## config.mk

```make
export PLATFORM = sky130hd
export DESIGN_NAME = bram_loader_flat
export DESIGN_NICKNAME = d
export VERILOG_FILES = /design/src/rtl/bram_loader_if.sv /design/src/rtl/bram_loader.sv /design/src/flat_wrapper.sv
export SDC_FILE = /design/constraint.sdc
export NUM_CORES = 1
export LEC_CHECK = 0
export CAP_MARGIN = 15
export CELL_PAD_IN_SITES_DETAIL_PLACEMENT = 1
export CELL_PAD_IN_SITES_GLOBAL_PLACEMENT = 1
export CORE_AREA = 8 8 110 152
export CTS_BUF_LIST = sky130_fd_sc_hd__clkbuf_8
export CTS_CLUSTER_SIZE = 16
export DETAILED_ROUTE_END_ITERATION = 6
export DIE_AREA = 0 0 118 160
export GPL_ROUTABILITY_DRIVEN = 1
export GPL_TIMING_DRIVEN = 0
export PLACE_DENSITY_LB_ADDON = 0.2
export SLEW_MARGIN = 10
export SYNTH_ARGS = -nofsm -noshare
export SYNTH_HDL_FRONTEND = slang
export SYNTH_SLANG_ARGS = --single-unit
```

## constraint.sdc

```tcl
create_clock -name clk -period 2.95 [get_ports clk]
set_input_delay 0.59 -clock clk [delete_from_list [all_inputs] [get_ports clk]]
set_output_delay 0.59 -clock clk [all_outputs]
set_load 0.05 [all_outputs]
```

## src/rtl/bram_loader_if.sv

```systemverilog
// rtl/bram_loader_if.sv - byte stream in, BRAM write port and boot status out.
interface bram_loader_if #(
  parameter int ADDR_W = 13
);
  logic [7:0]        rx_data;
  logic              rx_valid;
  logic [ADDR_W-1:0] addr;
  logic [31:0]       din;
  logic              wren;
  logic              busy;
  logic              done;
  logic              error;
  logic [1:0]        err_code;
  logic              cpu_rst_n;

  modport master (
    output rx_data, rx_valid,
    input  addr, din, wren, busy, done, error, err_code, cpu_rst_n
  );

  modport slave (
    input  rx_data, rx_valid,
    output addr, din, wren, busy, done, error, err_code, cpu_rst_n
  );
endinterface

```

## src/rtl/bram_loader.sv

```systemverilog
// rtl/bram_loader.sv - boot loader: count-prefixed byte frame to BRAM words with XOR check.
module bram_loader #(
  parameter int ADDR_W      = 13,
  parameter int BASE_ADDR   = 0,
  parameter int TIMEOUT_CYC = 1000000
) (
  input logic          clk,
  input logic          rst_n,
  bram_loader_if.slave bus
);
  localparam int MAX_WORDS = ((1 << ADDR_W) - BASE_ADDR) / 4;
  localparam int TW        = $clog2(TIMEOUT_CYC + 1);

  typedef enum logic [2:0] {IDLE, CNT_LO, DATA, CHECK, DONE, ERROR} state_t;

  state_t          state, state_next;
  logic [1:0]      code_next;
  logic [7:0]      cnt_hi;
  logic [15:0]     n_words;
  logic [15:0]     word_idx;
  logic [1:0]      byte_idx;
  logic [23:0]     shift;
  logic [7:0]      csum;
  logic [TW-1:0]   tmo_cnt;
  logic [15:0]     count_in;
  logic            in_frame;
  logic            timeout;

  assign count_in = {cnt_hi, bus.rx_data};
  assign in_frame = (state == CNT_LO) || (state == DATA) || (state == CHECK);
  // A byte arriving on the would-be timeout clock wins over the timeout.
  assign timeout  = in_frame && !bus.rx_valid && (tmo_cnt == TW'(TIMEOUT_CYC - 1));

  always_ff @(posedge clk) begin
    if (!rst_n) state <= IDLE;
    else        state <= state_next;
  end

  always_comb begin
    state_next = state;
    code_next  = bus.err_code;
    case (state)
      IDLE: if (bus.rx_valid) state_next = CNT_LO;
      CNT_LO: begin
        if (bus.rx_valid) begin
          if (count_in == 16'd0 || 32'(count_in) > 32'(MAX_WORDS)) begin
            state_next = ERROR;
            code_next  = 2'b01;
          end else begin
            state_next = DATA;
          end
        end
      end
      DATA: begin
        if (bus.rx_valid && byte_idx == 2'd3 && word_idx == n_words - 16'd1)
          state_next = CHECK;
      end
      CHECK: begin
        if (bus.rx_valid) begin
          if (bus.rx_data == csum) begin
            state_next = DONE;
          end else begin
            state_next = ERROR;
            code_next  = 2'b10;
          end
        end
      end
      default: ;
    endcase
    if (timeout) begin
      state_next = ERROR;
      code_next  = 2'b11;
    end
  end

  always_comb begin
    bus.busy      = in_frame;
    bus.done      = (state == DONE);
    bus.error     = (state == ERROR);
    bus.cpu_rst_n = (state == DONE);
  end

  always_ff @(posedge clk) begin
    if (!rst_n) begin
      bus.err_code <= 2'b00;
      bus.addr     <= ADDR_W'(BASE_ADDR);
      bus.din      <= 32'd0;
      bus.wren     <= 1'b0;
      cnt_hi       <= 8'd0;
      n_words      <= 16'd0;
      word_idx     <= 16'd0;
      byte_idx     <= 2'd0;
      shift        <= 24'd0;
      csum         <= 8'd0;
      tmo_cnt      <= '0;
    end else begin
      bus.err_code <= code_next;
      bus.wren     <= 1'b0;
      if (bus.wren) bus.addr <= bus.addr + ADDR_W'(4);
      if (!in_frame || bus.rx_valid) tmo_cnt <= '0;
      else                           tmo_cnt <= tmo_cnt + TW'(1);
      if (bus.rx_valid) begin
        case (state)
          IDLE: begin
            cnt_hi   <= bus.rx_data;
            csum     <= 8'd0;
            byte_idx <= 2'd0;
            word_idx <= 16'd0;
          end
          CNT_LO: n_words <= count_in;
          DATA: begin
            shift    <= {shift[15:0], bus.rx_data};
            csum     <= csum ^ bus.rx_data;
            byte_idx <= byte_idx + 2'd1;
            if (byte_idx == 2'd3) begin
              bus.din  <= {shift, bus.rx_data};
              bus.wren <= 1'b1;
              word_idx <= word_idx + 16'd1;
            end
          end
          default: ;
        endcase
      end
    end
  end
endmodule

```

## src/flat_wrapper.sv

```systemverilog
// flat-port wrapper written by rule: the top's interface ports become plain ports
module bram_loader_flat 
#(
  parameter int ADDR_W      = 13,
  parameter int BASE_ADDR   = 0,
  parameter int TIMEOUT_CYC = 1000000
)
  (clk, rst_n, bus_rx_data, bus_rx_valid, bus_addr, bus_din, bus_wren, bus_busy, bus_done, bus_error, bus_err_code, bus_cpu_rst_n);
  bram_loader_if #(.ADDR_W(ADDR_W)) bus_i ();
  input logic clk;
  input logic rst_n;
  input wire logic [$bits(bus_i.rx_data)-1:0] bus_rx_data;
  input wire logic [$bits(bus_i.rx_valid)-1:0] bus_rx_valid;
  output wire logic [$bits(bus_i.addr)-1:0] bus_addr;
  output wire logic [$bits(bus_i.din)-1:0] bus_din;
  output wire logic [$bits(bus_i.wren)-1:0] bus_wren;
  output wire logic [$bits(bus_i.busy)-1:0] bus_busy;
  output wire logic [$bits(bus_i.done)-1:0] bus_done;
  output wire logic [$bits(bus_i.error)-1:0] bus_error;
  output wire logic [$bits(bus_i.err_code)-1:0] bus_err_code;
  output wire logic [$bits(bus_i.cpu_rst_n)-1:0] bus_cpu_rst_n;
  assign bus_i.rx_data = bus_rx_data;
  assign bus_i.rx_valid = bus_rx_valid;
  assign bus_addr = bus_i.addr;
  assign bus_din = bus_i.din;
  assign bus_wren = bus_i.wren;
  assign bus_busy = bus_i.busy;
  assign bus_done = bus_i.done;
  assign bus_error = bus_i.error;
  assign bus_err_code = bus_i.err_code;
  assign bus_cpu_rst_n = bus_i.cpu_rst_n;
  bram_loader #(.ADDR_W(ADDR_W), .BASE_ADDR(BASE_ADDR), .TIMEOUT_CYC(TIMEOUT_CYC)) u_core (.clk(clk), .rst_n(rst_n), .bus(bus_i));
endmodule
```

; ---- Word-level counts from Yosys, hierarchy flattened
; Cells that the tools add are included.
; W data, S select, Z words.
[word_totals]
ff_bits = 145
input_bits = 11
elab_cells = 88
[op_classes]
addsub = 5
order_cmp = 1
eq_ne = 20
mux = 19
n_bitwise = 2
reduce_logical = 28
[op_table]
columns = operator, count
row1 = $pmux W16 S2, 1
row2 = $add A20 B1 Y20 const B, 1
row3 = $eq A20 B20 Y1 const B, 1
row4 = $mux W3, 6
row5 = $ne A3 B2 Y1 const B, 6
row6 = $add A16 B1 Y16 const B, 1
row7 = $eq A16 B16 Y1, 1
row8 = $gt A16 B12 Y1 const B, 1
row9 = $logic_not A16 Y1, 1
row10 = $mux W16, 1
row11 = $pmux W8 S2, 1
row12 = $sub A16 B1 Y16 const B, 1
row13 = $reduce_and A5 Y1, 3
row14 = $add A13 B3 Y13 const B, 1
row15 = $pmux W3 S4, 1
row16 = $mux W2, 5
row17 = $ne A2 B2 Y1 const B, 5
row18 = $reduce_and A3 Y1, 3
row19 = $eq A8 B8 Y1, 1
row20 = $pmux W2 S2, 2
row21 = $reduce_and A2 Y1, 4
row22 = $xor A8 B8 Y8, 1
row23 = $eq A3 B2 Y1 const B, 2
row24 = $eq A3 B3 Y1 const B, 2
row25 = 14 further kinds, 23

; ---- Longest topological paths before layout
[logic_depth]
ltp_word = 7
mapped_depth = 9
ltp_nobuf = 9

; ---- Worst setup path after synthesis
; OpenSTA, ideal clock, no wires.
[synth_path]
path_kind = reg2out
start = register u_core.state[1]
end = output port bus_done
arrival_ns = 2.311
t_required_ns = 2.360
path_slack_ns = 0.049
stages_incl_launch_ff = 5
path_buffers = 3
path_cell_list = dfxtp_1 -> clkbuf_1 -> clkbuf_1 -> nor3b_1 -> buf_4
[synth_via]
elab_chain_len = 1
[synth_rtl]
columns = element, line
row1 = from (decl), bram_loader.sv:16  ; state_t state, state_next;
row2 = from (signal assigned), bram_loader.sv:36  ; else state <= state_next;
row3 = $eq A3 B3 Y1, --
row4 = to (decl), flat_wrapper.sv:18  ; output wire logic [$bits(bus_i.done)-1:0] bus_done;
; No other way between the ends.

; ---- Worst setup path in the final report
[layout_path]
start = register u_core.state[1]
end = output port bus_error
[layout_via]
elab_chain_len = 1
[layout_rtl]
columns = element, line
row1 = $eq A3 B3 Y1, bram_loader.sv:79  ; bus.error = (state == ERROR);
row2 = to (decl), flat_wrapper.sv:19  ; output wire logic [$bits(bus_i.error)-1:0] bus_error;
; No other way between the ends.

==> results <==
[path summary, 6_finish.rpt]
kind | startpoint | endpoint | cells after the start
min | u_core.bus.din[12]$_SDFFE_PN0P_ | u_core.bus.din[12]$_SDFFE_PN0P_ | 2
max reg2reg | u_core.state[2]$_SDFFE_PN0P_ | u_core.state[0]$_SDFFE_PN0P_ | 9
min reg2reg | u_core.bus.din[12]$_SDFFE_PN0P_ | u_core.bus.din[12]$_SDFFE_PN0P_ | 2
max | u_core.state[1]$_SDFFE_PP0P_ | bus_error | 4
[kinds of logic after synthesis]
logic type | count (synthesis) | synth area share (%)
simple gates | 374 | 27.8
compound gates | 143 | 12.8
flops | 143 | 46.1
xor+xnor | 55 | 7.77
buf+inv | 52 | 3.61
fa+ha+maj | 5 | 1.01
mux | 5 | 0.827
other cells | 1 | 0.0605
[flip-flops by register name, summed over array words and instances, names as in the netlist]
signal	flops
u_core.state	3
u_core.shift	24
u_core.n_words	16
u_core.tmo_cnt	20
u_core.bus.err_code	2
u_core.csum	8
u_core.bus.addr	11
u_core.cnt_hi	8
u_core.word_idx	16
u_core.bus.din	32
u_core.byte_idx	2
u_core.bus.wren	1
[layer usage]
metal / vias to the layer above / GRT usage, % / routed length, µm
met5: - / 0 / 0
met4: 0 / 8.07 / 380
met3: 23 / 4.55 / 457
met2: 73 / 37.4 / 9800
met1: 2754 / 19.3 / 7170
li1: 2792 / - / -
[through the flow]
stage	hold slack, ps	instances	setup TNS [ps]	total power, mW
after CTS	435	1056	0	4.16
after global placement	443	1024	-15670	2.43
after floorplan	430	779	0	2.32
after detailed placement	449	1024	-17610	2.45
after global routing	442	1056	0	4.29
final	461	1056	0	4.13
[worst min-delay path: cells and delay by family, from the launching register on]
family / cells / cell delay (ps)
compound gates: 1 / 50
flops: 1 / 310
simple gates: 1 / 50
[cells in the final DEF (no fill, tap or decap), drive strengths merged, types with 23 or more instances in the layout]
cell type,instances
nand3,23
a21oi,101
dfxtp,143
clkbuf,57
nor2,61
xnor2,24
o21ai,23
clkdlybuf4s50,51
nand2,195
xor2,31
[timing repair]
item / in CTS / in global routing
gates resized for setup: 7 / 9
gates cloned: 0 / 0
pin swaps: 0 / 1
setup endpoints to repair: 12 / 36
[cell type report]
type | count | area (µm²)
clock buffers | 23 | 317
well taps | 189 | 236
repair buffers | 56 | 562
plain buffers | 44 | 195
clock inverters | 9 | 129
flip-flops and latches | 143 | 2860
multi-input cells | 584 | 3150
fillers | 1779 | 6900
inverters | 8 | 30.0
[power breakdown]
part | internal (mW) | switching, mW
registers | 1.96 | 0.0283
logic | 0.142 | 0.287
clock network | 0.971 | 0.739
==> results.md <==
* RD Place Congestion at between 0.8 and 0.9
* Post-synth EDFFs at 0
* Slowest Stage Delay on Critical Path at around 430 ps
* Final setup margin at between 150 and 200 ps
* Vias/cell at around 5.3
* Syn Area/Cell at 7.97 µm²
* DRC Markers at 0
* Vias in the first global route at 6098
* Critical Path Fanout Max at 10
* Die width at roughly 120 µm
* Final Skew at 11.0 ps
* Nets at between 800 and 900
* Ant diodes at 0
* Outcome: completed
* Worst-margin pin slew at 660 ps
* CTS tree: built
* Clk Latency, worst-skew pair at roughly 450 ps
* Final WL at approximately 18 mm
* Largest net degree at the start of global routing at 17
* CP delay by family, top: buffers and inverters
* CTS Buffer Depth at 2
* Max-cap violations at 0
* Initial Util at between 40% and 50%
* Leading post-synthesis cells by cell area: dfxtp_1 46%, nand2_1 12%, a21oi_1 8.1%
* Final Instance Area at approximately 7500 µm²
* Top cell type's share of synthesized area at 46.1%
* Slew Limit Fails at 0
* Main synth FF type: dfxtp_1
* Total vias in the final route at roughly 5600
* Period utilisation layout at a little over nine tenths
* Leakage at 2.54 nW
* Site Rows at 52
* Hpwl dp at between 10 and 15 mm
* Post-CTS setup buffers at 0
* Most frequent cell after synthesis: nand2_1
* Seq/Total Area, Yosys at a little under half
* Final worst path period need at around 2800 ps
* DP Area at roughly 7000 µm²
* CP max-delay cell: dfxtp_1
* Synthesis-to-layout area growth at 20.6%
* Routed Antenna Nets at 0
* WP data required at 2360 ps
* Min-Delay Path Class: register to register
* Gr usage total at 19.4%
* Slew margin rel. at a little under three fifths
* Yosys top cell by area: dfxtp_1
* Hold Fails Final Rpt at 0
* Share of layout cells above drive strength 1 at about 6.5%
* Post-synth cell types at 51
* Max VDD drop at between 0.0002 and 0.0003 V
* TritonCTS Buffers at 17
* Post-CTS Hold Fix Bufs at 0
* DP Worst Slack at -509 ps
* I/O pins at between 60 and 70
* Critical path data arrival time at 2190 ps
* Core area at about 14000 µm²
* Wirelength per Cell at 16.9 µm
* Yosys warning count at 0
* Number of synthesized register bits at 143
* Worst setup EP type: output pin
* Mapped cell area at roughly 6200 µm²
* P per Cell Area at ~550 nW/µm²
* Final setup viols at 0
* Peak Freq at 360 MHz
* Clock root cell: clkbuf_8
* CP cell instances: buf_1 -> inv_1 -> and3_1 -> dlygate4sd2_1
* H-tree depth at 4
* RSZ-0062 raised after global routing: no
* CP bufs+invs at 3
* Die Area at approximately 19000 µm²
* FF-to-FF setup slack at between 200 and 300 ps
* Grt ovf at 0
* Post-synth top cells: 194 x nand2_1, 143 x dfxtp_1, 100 x a21oi_1
* Starting DRT DRC Count at about 210
* Mapped Cells at 778
* DR pass1 iterations at 6
* IO Port Bufs at 56
* Number of antenna violations at the first check in global routing at 0
* Element type at the critical path start: register
* Die Y at 160 µm
* Fin util at a little over half
* First-pass GRT wire length at between 20 and 30 mm
* CTS sink cnt at about 140
* Async SR Flop Fraction at 0%
* Crit path kind: register to output pin
* CTS clk-pin slew, worst paths at about 80 ps
Note: power is estimated with default switching activity, not from simulation.
